$ cat config.mk
export PLATFORM = sky130hd
export DESIGN_NAME = frame_proc_sequencer
export DESIGN_NICKNAME = d
export VERILOG_FILES = /design/src/rtl/frame_proc_sequencer.sv
export SDC_FILE = /design/constraint.sdc
export NUM_CORES = 1
export LEC_CHECK = 0
export BUFFER_PORTS_ARGS = -buffer_cell sky130_fd_sc_hd__buf_2
export CAP_MARGIN = 0
export CELL_PAD_IN_SITES_DETAIL_PLACEMENT = 0
export CELL_PAD_IN_SITES_GLOBAL_PLACEMENT = 2
export CORE_ASPECT_RATIO = 0.7
export CORE_MARGIN = 1
export CORE_UTILIZATION = 27
export DETAILED_ROUTE_END_ITERATION = 6
export GPL_ROUTABILITY_DRIVEN = 1
export PLACE_DENSITY_LB_ADDON = 0.1
export SYNTH_ARGS = -nofsm -noshare
export SYNTH_HDL_FRONTEND = slang
export SYNTH_SLANG_ARGS = --single-unit
$ cat constraint.sdc
create_clock -name clk_i -period 1.6 [get_ports clk_i]
set_input_delay 0.4 -clock clk_i [delete_from_list [all_inputs] [get_ports clk_i]]
set_output_delay 0.4 -clock clk_i [all_outputs]
set_load 0.005 [all_outputs]
$ cat src/rtl/frame_proc_sequencer.sv
// Sequencer for the edge-detect pipeline: on a captured frame it runs the black-white
// engine then the Sobel engine, hands out buffer ports, and guards each run with a watchdog.
module frame_proc_sequencer #(
    parameter int TIMEOUT_CYCLES = 2000000,
    parameter int TIMEOUT_W      = 22
) (
    input  logic       clk_i,
    input  logic       rst_i,
    input  logic       mode_edge_i,
    input  logic       frame_done_i,
    input  logic       vsync_i,
    input  logic       bw_done_i,
    input  logic       ed_done_i,
    output logic       bw_rst_o,
    output logic       ed_rst_o,
    output logic       bw_en_o,
    output logic       ed_en_o,
    output logic [1:0] buf1_rd_sel_o,
    output logic [1:0] buf1_wr_sel_o,
    output logic       buf2_wr_gate_o,
    output logic       display_sel_o,
    output logic       busy_o,
    output logic       err_timeout_o,
    output logic [7:0] frames_done_o,
    output logic [2:0] state_o
);

    typedef enum logic [2:0] {
        NORMAL  = 3'd0,
        BW_RST  = 3'd1,
        BW_RUN  = 3'd2,
        BW_DONE = 3'd3,
        ED_RST  = 3'd4,
        ED_RUN  = 3'd5,
        ED_DONE = 3'd6,
        ABORT   = 3'd7
    } state_t;

    localparam logic [TIMEOUT_W-1:0] WD_LAST = TIMEOUT_W'(TIMEOUT_CYCLES - 1);

    state_t               state;
    state_t               state_nxt;
    logic [TIMEOUT_W-1:0] wdog;
    logic                 err;
    logic [7:0]           frames;
    logic                 in_run;
    logic                 run_done;
    logic                 expired;

    always_comb begin
        in_run   = (state == BW_RUN) || (state == ED_RUN);
        run_done = (state == BW_RUN) ? bw_done_i : ed_done_i;
        expired  = in_run && !run_done && (wdog == WD_LAST);
    end

    // A dropped mode switch outranks expiry, so only a genuine timeout raises the error flag.
    always_comb begin
        state_nxt = state;
        case (state)
            NORMAL:  if (mode_edge_i && frame_done_i) state_nxt = BW_RST;
            BW_RST:  state_nxt = BW_RUN;
            BW_RUN: begin
                if (bw_done_i)                    state_nxt = BW_DONE;
                else if (!mode_edge_i || expired) state_nxt = ABORT;
            end
            BW_DONE: state_nxt = ED_RST;
            ED_RST:  state_nxt = ED_RUN;
            ED_RUN: begin
                if (ed_done_i)                    state_nxt = ED_DONE;
                else if (!mode_edge_i || expired) state_nxt = ABORT;
            end
            ED_DONE: state_nxt = NORMAL;
            ABORT:   state_nxt = NORMAL;
            default: state_nxt = NORMAL;
        endcase
    end

    always_ff @(posedge clk_i) begin
        if (rst_i) begin
            state  <= NORMAL;
            wdog   <= '0;
            err    <= 1'b0;
            frames <= 8'd0;
        end else begin
            state <= state_nxt;
            if (state == BW_RST || state == ED_RST) wdog <= '0;
            else if (in_run)                        wdog <= wdog + 1'b1;
            if (expired && mode_edge_i) err    <= 1'b1;
            if (state == ED_DONE)       frames <= frames + 8'd1;
        end
    end

    // While reset is held every output reads as idle, whatever the registers hold.
    always_comb begin
        bw_rst_o       = rst_i;
        ed_rst_o       = rst_i;
        bw_en_o        = 1'b0;
        ed_en_o        = 1'b0;
        buf1_rd_sel_o  = 2'd0;
        buf1_wr_sel_o  = 2'd0;
        buf2_wr_gate_o = 1'b0;
        display_sel_o  = mode_edge_i;
        busy_o         = 1'b0;
        err_timeout_o  = 1'b0;
        frames_done_o  = 8'd0;
        state_o        = 3'd0;
        if (!rst_i) begin
            state_o       = state;
            busy_o        = (state != NORMAL);
            err_timeout_o = err;
            frames_done_o = frames;
            display_sel_o = !((state == NORMAL) && !mode_edge_i);
            case (state)
                BW_RST, BW_DONE: bw_rst_o = 1'b1;
                ED_RST, ED_DONE: ed_rst_o = 1'b1;
                ABORT: begin
                    bw_rst_o = 1'b1;
                    ed_rst_o = 1'b1;
                end
                BW_RUN: begin
                    bw_en_o       = !vsync_i;
                    buf1_rd_sel_o = 2'd1;
                    buf1_wr_sel_o = 2'd1;
                end
                ED_RUN: begin
                    ed_en_o        = !vsync_i;
                    buf1_rd_sel_o  = 2'd2;
                    buf1_wr_sel_o  = 2'd2;
                    buf2_wr_gate_o = 1'b1;
                end
                default: ;
            endcase
        end
    end

endmodule

==> flow_metrics.env, run 1 <==
export IMPL_htreeDepth=2
export IMPL_p_int_mw=1.30
export IMPL_num_rows=24
export IMPL_dp_slack_ps=-139
export IMPL_swShare_pct=26.6
export IMPL_via_per_inst=4.79
export IMPL_grt_pass1_vias=1792
export IMPL_floorplan_initialDensity_pct=29.0
export IMPL_power_density_nw_per_um2=595
export IMPL_worstReg2RegStart="state[0]"
export IMPL_diodes=0
export IMPL_crit_fanout=2
export IMPL_grt_first_pass_wirelength_um=8830
export IMPL_grt_usage_pct=16.0
export IMPL_finalSetupTns_ps=-2190
export IMPL_multiInputGateArea_um2=1350
export IMPL_drt_iter0_drc=49
export IMPL_mappedNetlistArea_um2=1860
export IMPL_syn2layout_area_growth_pct=60.1
export IMPL_violations="setup timing"
export IMPL_comb_power_share_pct=15.3
export IMPL_outcome="finished, violations left"
export IMPL_ys_seq_elements=34
export IMPL_worst_slack_ps=-247
export IMPL_core_area_um2=6430
export IMPL_seq_area_frac_synth_pct=36.6
export IMPL_rr_endpoint="wdog[14]"
export IMPL_worstSetupStartpointType="flop"
export IMPL_crit_path_end_kind="primary output"
export IMPL_synthCells=227
export IMPL_slowest_delay_ps=370
export IMPL_postRouteAntennaNets=0
export IMPL_detailed_place_hpwl_um=3610
export IMPL_crit_start="state[0]"
export IMPL_rsz0062_at_grt="true"
export IMPL_cp_cell_sequence="buf_6, nand2_4, inv_2, or3_4, nand2b_4, buf_6"
export IMPL_grt_overflow=0
export IMPL_syn_area_per_cell_um2=8.20
export IMPL_peakVddDrop_v=0.000344
export IMPL_grt_max_degree=23
export IMPL_yosysWarnings=0
export IMPL_period_minus_slack_ps=1850
export IMPL_rrSetupSlack_ps=-170
export IMPL_fillers=666
export IMPL_hold_path_class="input pin to flop"
export IMPL_port_buffers=29
export IMPL_dieArea_um2=7240
export IMPL_place_area_um2=2410
export IMPL_cts_path_max_buffers=2
export IMPL_fin_skew_ps=10.8
export IMPL_setup_viol=25
export IMPL_seqCellArea_um2=688
export IMPL_final_hold_violation_count=0
export IMPL_cts_buffers=5
export IMPL_finalWirelength_um=5500
export IMPL_wire_per_inst_um=13.6
export IMPL_leakagePower_nw=1.16
export IMPL_synth_cell_types=38
export IMPL_tritoncts="yes"
export IMPL_power_share_clock_pct=36.3
export IMPL_cp_slowest_cell="or3_4"
export IMPL_io_pins=30
export IMPL_crit_top_cell="buf_6"
export IMPL_insertion_delay_ps=290
export IMPL_fmax_mhz=541
export IMPL_synth_nets=236
export IMPL_die_w_um=101
export IMPL_first_pass_iters=4
export IMPL_vias=1936
export IMPL_cts_sinks=34
export IMPL_p_sw_mw=0.472
export IMPL_fin_crit_sh_pct=115
export IMPL_pwr_share_seq_pct=48.4
export IMPL_final_cell_area_um2=2980
export IMPL_cp_endpoint="display_sel_o"
export IMPL_root_buffer="clkbuf_8"
export IMPL_die_h_um=71.5
export IMPL_finalMaxSlewViolations=0
export IMPL_crit_required_ps=1200
export IMPL_drc=0
export IMPL_worst_setup_path_type="flop to primary output"
export IMPL_tightest_slew_ps=373
export IMPL_rr_worst_depth=6
export IMPL_grt_antenna_before_repair=0
export IMPL_slew_headroom_pct=75.1
export IMPL_globalplace_congestion=0.729
export IMPL_maxCapViolations=0
export IMPL_clk_pin_slew_ps=70
export IMPL_fin_nets=321
export IMPL_cp_arrival_ps=1450
export IMPL_drive_gt1_share_pct=50.5
==> cell families (layout without fill, tap and decap cells) <==
kind of cell	Yosys count	after routing	share of synthesized area, %
AND/OR/NAND/NOR	104	104	32.0
XOR/XNOR	14	14	6.59
adder cells (fa/ha/maj)	2	2	1.34
AO/OA/AOI/OAI	49	49	17.3
buffers and inverters	23	109	5.65
flip-flops	34	34	36.6
multiplexers	1	1	0.538
==> registers in the layout, indices dropped and copies added, names as in the netlist <==
name,flops
err,1
wdog,22
state,3
frames,8
==> power groups by stage <==
stage          Combinational [mW]  Clock, mW  Sequential (mW)
2_1_floorplan              0.0839          0            0.878
3_3_place_gp                0.174          0            0.880
3_5_place_dp                0.170          0            0.880
4_1_cts                     0.234      0.675            0.857
5_1_grt                     0.294      0.721            0.859
6_report                    0.272      0.644            0.858
==> Yosys cell counts <==
cell type | number | area [um2]
a211oi_1 | 1 | 7.51
a21oi_1 | 19 | 95.1
a221oi_1 | 1 | 8.76
a31o_2 | 1 | 8.76
a31oi_1 | 2 | 12.5
and2_1 | 3 | 18.8
and3_1 | 2 | 12.5
and3b_1 | 2 | 17.5
and4_1 | 4 | 35.0
buf_2 | 6 | 30.0
buf_4 | 3 | 22.5
clkbuf_1 | 5 | 18.8
dfxtp_1 | 34 | 681
ha_1 | 2 | 25.0
inv_1 | 9 | 33.8
mux2i_1 | 1 | 10.0
nand2_1 | 14 | 52.6
nand2b_1 | 6 | 37.5
nand3_1 | 5 | 25.0
nand3b_1 | 3 | 22.5
nand4_1 | 8 | 50.1
nor2_1 | 20 | 75.1
nor2b_1 | 9 | 56.3
nor3_1 | 7 | 35.0
nor3b_4 | 1 | 18.8
nor4_1 | 1 | 6.26
nor4b_1 | 2 | 17.5
o2111ai_1 | 1 | 8.76
o2111ai_2 | 1 | 15.0
o2111ai_4 | 1 | 26.3
o211ai_1 | 3 | 22.5
o21ai_0 | 11 | 55.1
o31ai_1 | 7 | 52.6
o32a_1 | 1 | 10.0
or3_1 | 10 | 62.6
or4_1 | 7 | 52.6
xnor2_1 | 5 | 43.8
xor2_1 | 9 | 78.8
==> metal layers <==
metal | part of all wire, % | global-route usage (%) | vias to the layer above
met5 | 0 | 0 | -
met4 | 0.42 | 3.86 | 0
met3 | 3.5 | 3.80 | 2
met2 | 42 | 22.7 | 28
met1 | 54 | 24.0 | 918
li1 | - | - | 988
==> worst min-delay path by stage <==
stage | startpoint | cells after the start | endpoint
floorplan | wdog[20] | 2 | wdog[20]
global placement | wdog[20] | 2 | wdog[20]
detailed placement | wdog[20] | 2 | wdog[20]
CTS | mode_edge_i | 2 | state[2]
global route | mode_edge_i | 2 | state[0]
finish | mode_edge_i | 2 | state[0]
==> layout by cell type, fill, tap and decap left out, drive strengths merged, types with 8 or more instances in the layout <==
cell type and n:
buf 92, dfxtp 34, nor2 20, a21oi 19, nand2 14, o21ai 11, or3 10, xor2 9
nor2b 9, inv 9, nand4 8
==> through the flow <==
stage | hold slack, ps | std cells | util (%) | power, mW
final | 423 | 404 | 46.4 | 1.77
after global routing | 409 | 404 | 46.4 | 1.87
after CTS | 378 | 401 | 42.3 | 1.77
after detailed placement | 472 | 377 | 37.5 | 1.05
after global placement | 475 | 377 | 37.5 | 1.05
after floorplan | 448 | 227 | - | 0.962
==> what timing repair did <==
action	4_1_cts	5_1_grt
resized for setup	29	56
setup endpoints to repair	27	39
cloned	0	1
setup buffers	17	4
hold buffers	0	0
pin swaps	23	16
==> critical path: cells and delay by family, from the launching register on <==
| kind | cells | cell delay [ps] |
|---|---|---|
| and+or+nand+nor | 3 | 560 |
| buffers and inverters | 3 | 250 |
| DFF | 1 | 350 |
==> final cells by class <==
type	count	area share, %
clock inverters	2	0.462
inverters	9	1.13
clock buffers	6	2.43
flip-flops and latches	34	23.1
repair buffers	92	23.8
well taps	91	3.82
multi-input cells	170	45.3
No activity file was read; power rests on OpenSTA's default activity.
==> inputs of run 2 (changes only) <==
--- a/config.mk
+++ b/config.mk
@@ -10,7 +10,7 @@
 export CELL_PAD_IN_SITES_DETAIL_PLACEMENT = 0
 export CELL_PAD_IN_SITES_GLOBAL_PLACEMENT = 2
 export CORE_ASPECT_RATIO = 0.7
-export CORE_MARGIN = 1
+export CORE_MARGIN = 2
 export CORE_UTILIZATION = 27
 export DETAILED_ROUTE_END_ITERATION = 6
 export GPL_ROUTABILITY_DRIVEN = 1
==> constraint.sdc (replaced) <==
create_clock -name clk_i -period 2.1 [get_ports clk_i]
set_input_delay 0.525 -clock clk_i [delete_from_list [all_inputs] [get_ports clk_i]]
set_output_delay 0.525 -clock clk_i [all_outputs]
set_load 0.005 [all_outputs]
==> flow_metrics.env, run 2 (synthesis results as in run 1) <==
export IMPL_outcome="completed"
export IMPL_io_pins=30
export IMPL_grt_usage_pct=13.1
export IMPL_first_pass_iters=4
export IMPL_floorplan_initialDensity_pct=27.7
export IMPL_drt_iter0_drc=43
export IMPL_syn2layout_area_growth_pct=22.4
export IMPL_crit_buf_inv=3
export IMPL_tritoncts="yes"
export IMPL_p_sw_mw=0.314
export IMPL_layout_commonest_cell="dfxtp_1"
export IMPL_postRouteAntennaNets=0
export IMPL_die_w_um=103
export IMPL_worstSetupStartpointType="flop"
export IMPL_worst_setup_path_type="flop to primary output"
export IMPL_slew_headroom_pct=60.9
export IMPL_drc=0
export IMPL_cp_arrival_ps=1490
export IMPL_cp_slowest_cell="dfxtp_2"
export IMPL_port_buffers=29
export IMPL_dieArea_um2=7590
export IMPL_globalplace_congestion=0.741
export IMPL_htreeDepth=2
export IMPL_pwr_share_seq_pct=52.9
export IMPL_cp_cell_sequence="buf_6, inv_1, nor2_1, or3_4, nand2b_1, buf_2"
export IMPL_rsz0062_at_grt="false"
export IMPL_hold_path_class="flop to flop"
export IMPL_cts_buffers=5
export IMPL_slowest_delay_ps=350
export IMPL_cts_sinks=34
export IMPL_tightest_slew_ps=586
export IMPL_cts_path_max_buffers=2
export IMPL_setup_viol=0
export IMPL_grt_pass1_vias=1567
export IMPL_diodes=0
export IMPL_insertion_delay_ps=290
export IMPL_power_density_nw_per_um2=545
export IMPL_fmax_mhz=496
export IMPL_peakVddDrop_v=0.000231
export IMPL_finalWirelength_um=4670
export IMPL_die_h_um=73.5
export IMPL_clk_pin_slew_ps=80
export IMPL_fin_skew_ps=11.1
export IMPL_num_rows=25
export IMPL_worstReg2RegStart="state[1]"
export IMPL_crit_path_end_kind="primary output"
export IMPL_largest_reg_flops=22
export IMPL_crit_fanout=13
export IMPL_finalSetupTns_ps=0
export IMPL_finalMaxSlewViolations=0
export IMPL_grt_first_pass_wirelength_um=7720
export IMPL_p_int_mw=0.928
export IMPL_detailed_place_hpwl_um=3310
export IMPL_core_area_um2=6730
export IMPL_vias=1711
export IMPL_grt_max_degree=23
export IMPL_final_hold_violation_count=0
export IMPL_maxCapViolations=0
export IMPL_fin_nets=274
export IMPL_cts_hold_buffers=0
export IMPL_comb_power_share_pct=9.1
export IMPL_power_share_clock_pct=38.0
export IMPL_leakagePower_nw=0.838
export IMPL_crit_required_ps=1570
export IMPL_worstHoldStart="wdog[20]"
export IMPL_swShare_pct=25.3
export IMPL_root_buffer="clkbuf_8"
export IMPL_regMostFlops="wdog"
export IMPL_period_minus_slack_ps=2010
export IMPL_wire_per_inst_um=13.0
export IMPL_grt_overflow=0
export IMPL_fin_crit_sh_pct=95.9
export IMPL_path_delay_family="simple AND/OR/NAND/NOR gates"
export IMPL_crit_start="state[2]"
export IMPL_finalPower_mw=1.24
export IMPL_via_per_inst=4.77
export IMPL_layout_common_cells="dfxtp_1, buf_2, nor2_1"
export IMPL_grt_antenna_before_repair=0
export IMPL_reg_top3="wdog: 22 flops, frames: 8 flops, state: 3 flops"
export IMPL_drive_gt1_share_pct=22.6
run 2: cell types whose count changed in the layout (fill, tap and decap cells not counted), sizes merged:
cell,previous run,this run
clkinvlp,0,1
buf,92,45
clkinv,2,0
run 2: final timing paths:
check	endpoint	slack, ps	cells past startpoint
max reg2reg	wdog[15]	210	5
min reg2reg	wdog[20]	500	2
min	wdog[20]	500	2
max	display_sel_o	90	6
run 2: power groups by stage:
stage / clock (mW) / sequential [mW] / combinational (mW)
2_1_floorplan: 0 / 0.669 / 0.0634
6_report: 0.472 / 0.658 / 0.113
4_1_cts: 0.495 / 0.657 / 0.110
5_1_grt: 0.519 / 0.659 / 0.127
3_3_place_gp: 0 / 0.673 / 0.107
3_5_place_dp: 0 / 0.674 / 0.106
run 2: cell type report:
| type | count | area [um2] |
|---|---|---|
| Tap cell | 94 | 118 |
| Clock buffer | 6 | 72.6 |
| Fill cell | 741 | 4450 |
| Timing Repair Buffer | 45 | 273 |
| Multi-Input combinational cell | 170 | 1090 |
| Clock inverter | 1 | 7.51 |
| Inverter | 9 | 33.8 |
| Sequential cell | 34 | 687 |
run 2: routing by layer:
layer  track usage [%]  routed length, um  up-vias
li1                  -                  -      891
met1              20.3               2660      797
met2              17.7               1800       21
met3              3.71                190        2
met4              3.07                 26        0
met5                 0                  0        -
run 2: worst reg2reg max path: cells and delay by family (launching register included):
family / cells / cell delay, ps
AND/OR/NAND/NOR: 2 / 820
AO/OA/AOI/OAI: 2 / 520
flip-flops: 1 / 350
buffers and inverters: 1 / 150
run 2: stage by stage:
step / cells / util, % / hold slack, ps / setup slack [ps] / instance area (um2)
2_1_floorplan: 227 / - / 448 / 293 / 1860
3_3_place_gp: 351 / 32.2 / 482 / 142 / 2170
3_5_place_dp: 351 / 32.2 / 482 / 128 / 2170
4_1_cts: 359 / 33.6 / 494 / 2.51 / 2260
5_1_grt: 359 / 33.9 / 523 / 21.8 / 2280
6_report: 359 / 33.9 / 501 / 85.5 / 2280
run 2: timing repair:
item                       in CTS  in global routing
buffers inserted                1                  0
setup endpoints to repair       1                  3
gates resized for setup         2                  6
==> inputs of run 3 (changes only) <==
--- a/config.mk
+++ b/config.mk
@@ -15,6 +15,7 @@
 export DETAILED_ROUTE_END_ITERATION = 6
 export GPL_ROUTABILITY_DRIVEN = 1
 export PLACE_DENSITY_LB_ADDON = 0.1
+export REMOVE_ABC_BUFFERS = 1
 export SYNTH_ARGS = -nofsm -noshare
 export SYNTH_HDL_FRONTEND = slang
 export SYNTH_SLANG_ARGS = --single-unit
==> flow_metrics.env, run 3 (synthesis results as in run 1) <==
export IMPL_finalWirelength_um=4500
export IMPL_whs_ps=481
export IMPL_grt_max_degree=23
export IMPL_dp_cells=351
export IMPL_finalSetupTns_ps=0
export IMPL_vias=1720
export IMPL_cts_path_max_buffers=2
export IMPL_place_area_um2=2170
export IMPL_cts_buffers=5
export IMPL_leakagePower_nw=0.839
export IMPL_worst_slack_ps=91.7
export IMPL_cp_arrival_ps=1480
export IMPL_hold_path_class="flop to flop"
export IMPL_drive_gt1_share_pct=22.3
export IMPL_cts_sinks=34
export IMPL_worstSetupStartpointType="input pin"
export IMPL_htreeDepth=2
export IMPL_grt_pass1_vias=1467
export IMPL_crit_required_ps=1570
export IMPL_num_rows=25
export IMPL_slew_headroom_pct=70.7
export IMPL_finalMaxSlewViolations=0
export IMPL_crit_fanout=4
export IMPL_rsz0062_at_grt="false"
export IMPL_tightest_slew_ps=439
export IMPL_die_w_um=103
export IMPL_utilization_pct=33.7
export IMPL_floorplan_initialDensity_pct=27.7
export IMPL_root_buffer="clkbuf_8"
export IMPL_die_h_um=73.5
export IMPL_final_hold_violation_count=0
export IMPL_globalplace_congestion=0.744
export IMPL_layout_common_cells="dfxtp_1, buf_2, nor2_1"
export IMPL_regMostFlops="wdog"
export IMPL_fin_skew_ps=4.17
export IMPL_dieArea_um2=7590
export IMPL_syn2layout_area_growth_pct=21.8
export IMPL_tritoncts="yes"
export IMPL_fin_nets=272
export IMPL_reg_top3="wdog: 22 flops, frames: 8 flops, state: 3 flops"
export IMPL_seqCellArea_um2=683
export IMPL_drc=0
export IMPL_postRouteAntennaNets=0
export IMPL_maxCapViolations=0
export IMPL_fillers=744
export IMPL_grt_usage_pct=12.7
export IMPL_diodes=0
export IMPL_finalPower_mw=1.28
export IMPL_fmax_mhz=498
export IMPL_grt_overflow=0
export IMPL_peakVddDrop_v=0.000220
export IMPL_worst_setup_path_type="input pin to primary output"
export IMPL_grt_first_pass_wirelength_um=7400
export IMPL_via_per_inst=4.80
export IMPL_layout_commonest_cell="dfxtp_1"
export IMPL_dp_slack_ps=58.3
export IMPL_detailed_place_hpwl_um=3370
export IMPL_insertion_delay_ps=280
export IMPL_setup_viol=0
export IMPL_multiInputGateArea_um2=1090
export IMPL_cts_setup_buffers=0
export IMPL_outcome="completed"
export IMPL_clk_pin_slew_ps=70
export IMPL_core_area_um2=6730
export IMPL_first_pass_iters=4
export IMPL_fin_crit_sh_pct=95.6
export IMPL_instances_no_fill=358
export IMPL_final_cell_area_um2=2270
export IMPL_grt_antenna_before_repair=0
export IMPL_port_buffers=29
export IMPL_period_minus_slack_ps=2010
export IMPL_power_density_nw_per_um2=563
export IMPL_io_pins=30
export IMPL_largest_reg_flops=22
export IMPL_crit_path_end_kind="primary output"
export IMPL_wire_per_inst_um=12.6
export IMPL_drt_iter0_drc=62
## run 3: cell count changes in the layout (fill, tap and decap cells not counted), sizes merged
cell | previous run | this run
clkbuf | 6 | 7
clkinv | 0 | 1
buf | 45 | 43
clkinvlp | 1 | 0
## run 3: worst max-delay path, cell delays in order
cell,delay [ps]
buf_2,130
nand2b_4,140
inv_1,50
or3_4,380
nand2b_1,140
buf_2,120
## run 3: routing by layer
layer	global-route usage (%)	routed length [um]	share of wire [%]	up-vias
li1	-	-	-	898
met1	20.6	2580	57	785
met2	15.5	1580	35	33
met3	3.62	304	6.8	4
met4	3.51	44	0.98	0
met5	0	0	0	-
## run 3: path summary, 6_finish.rpt
kind                 start             to  cells after the start  slack, ps
setup / recovery     rst_i  display_sel_o                      6         90
hold / removal    wdog[20]       wdog[20]                      2        480
setup reg to reg  state[0]       wdog[18]                      5        260
hold reg to reg   wdog[20]       wdog[20]                      2        480
## run 3: repair_timing
action / 4_1_cts / 5_1_grt
endpoints found under the setup margin: 0 / 1
resized for setup: 0 / 5
hold buffers: 0 / 0
## run 3: cell type report
cell class,instances,area share [%]
multi-input cells,170,48.1
repair buffers,43,11.0
flip-flops and latches,34,30.1
clock buffers,7,3.81
well taps,94,5.19
clock inverters,1,0.221
inverters,9,1.49
## run 3: report_power, final
part	leakage, nW	switching [mW]	internal, mW
Combinational	0.516	0.0593	0.0481
Sequential	0.275	0.0107	0.650
Clock	0.0482	0.244	0.265
Total	0.839	0.314	0.963
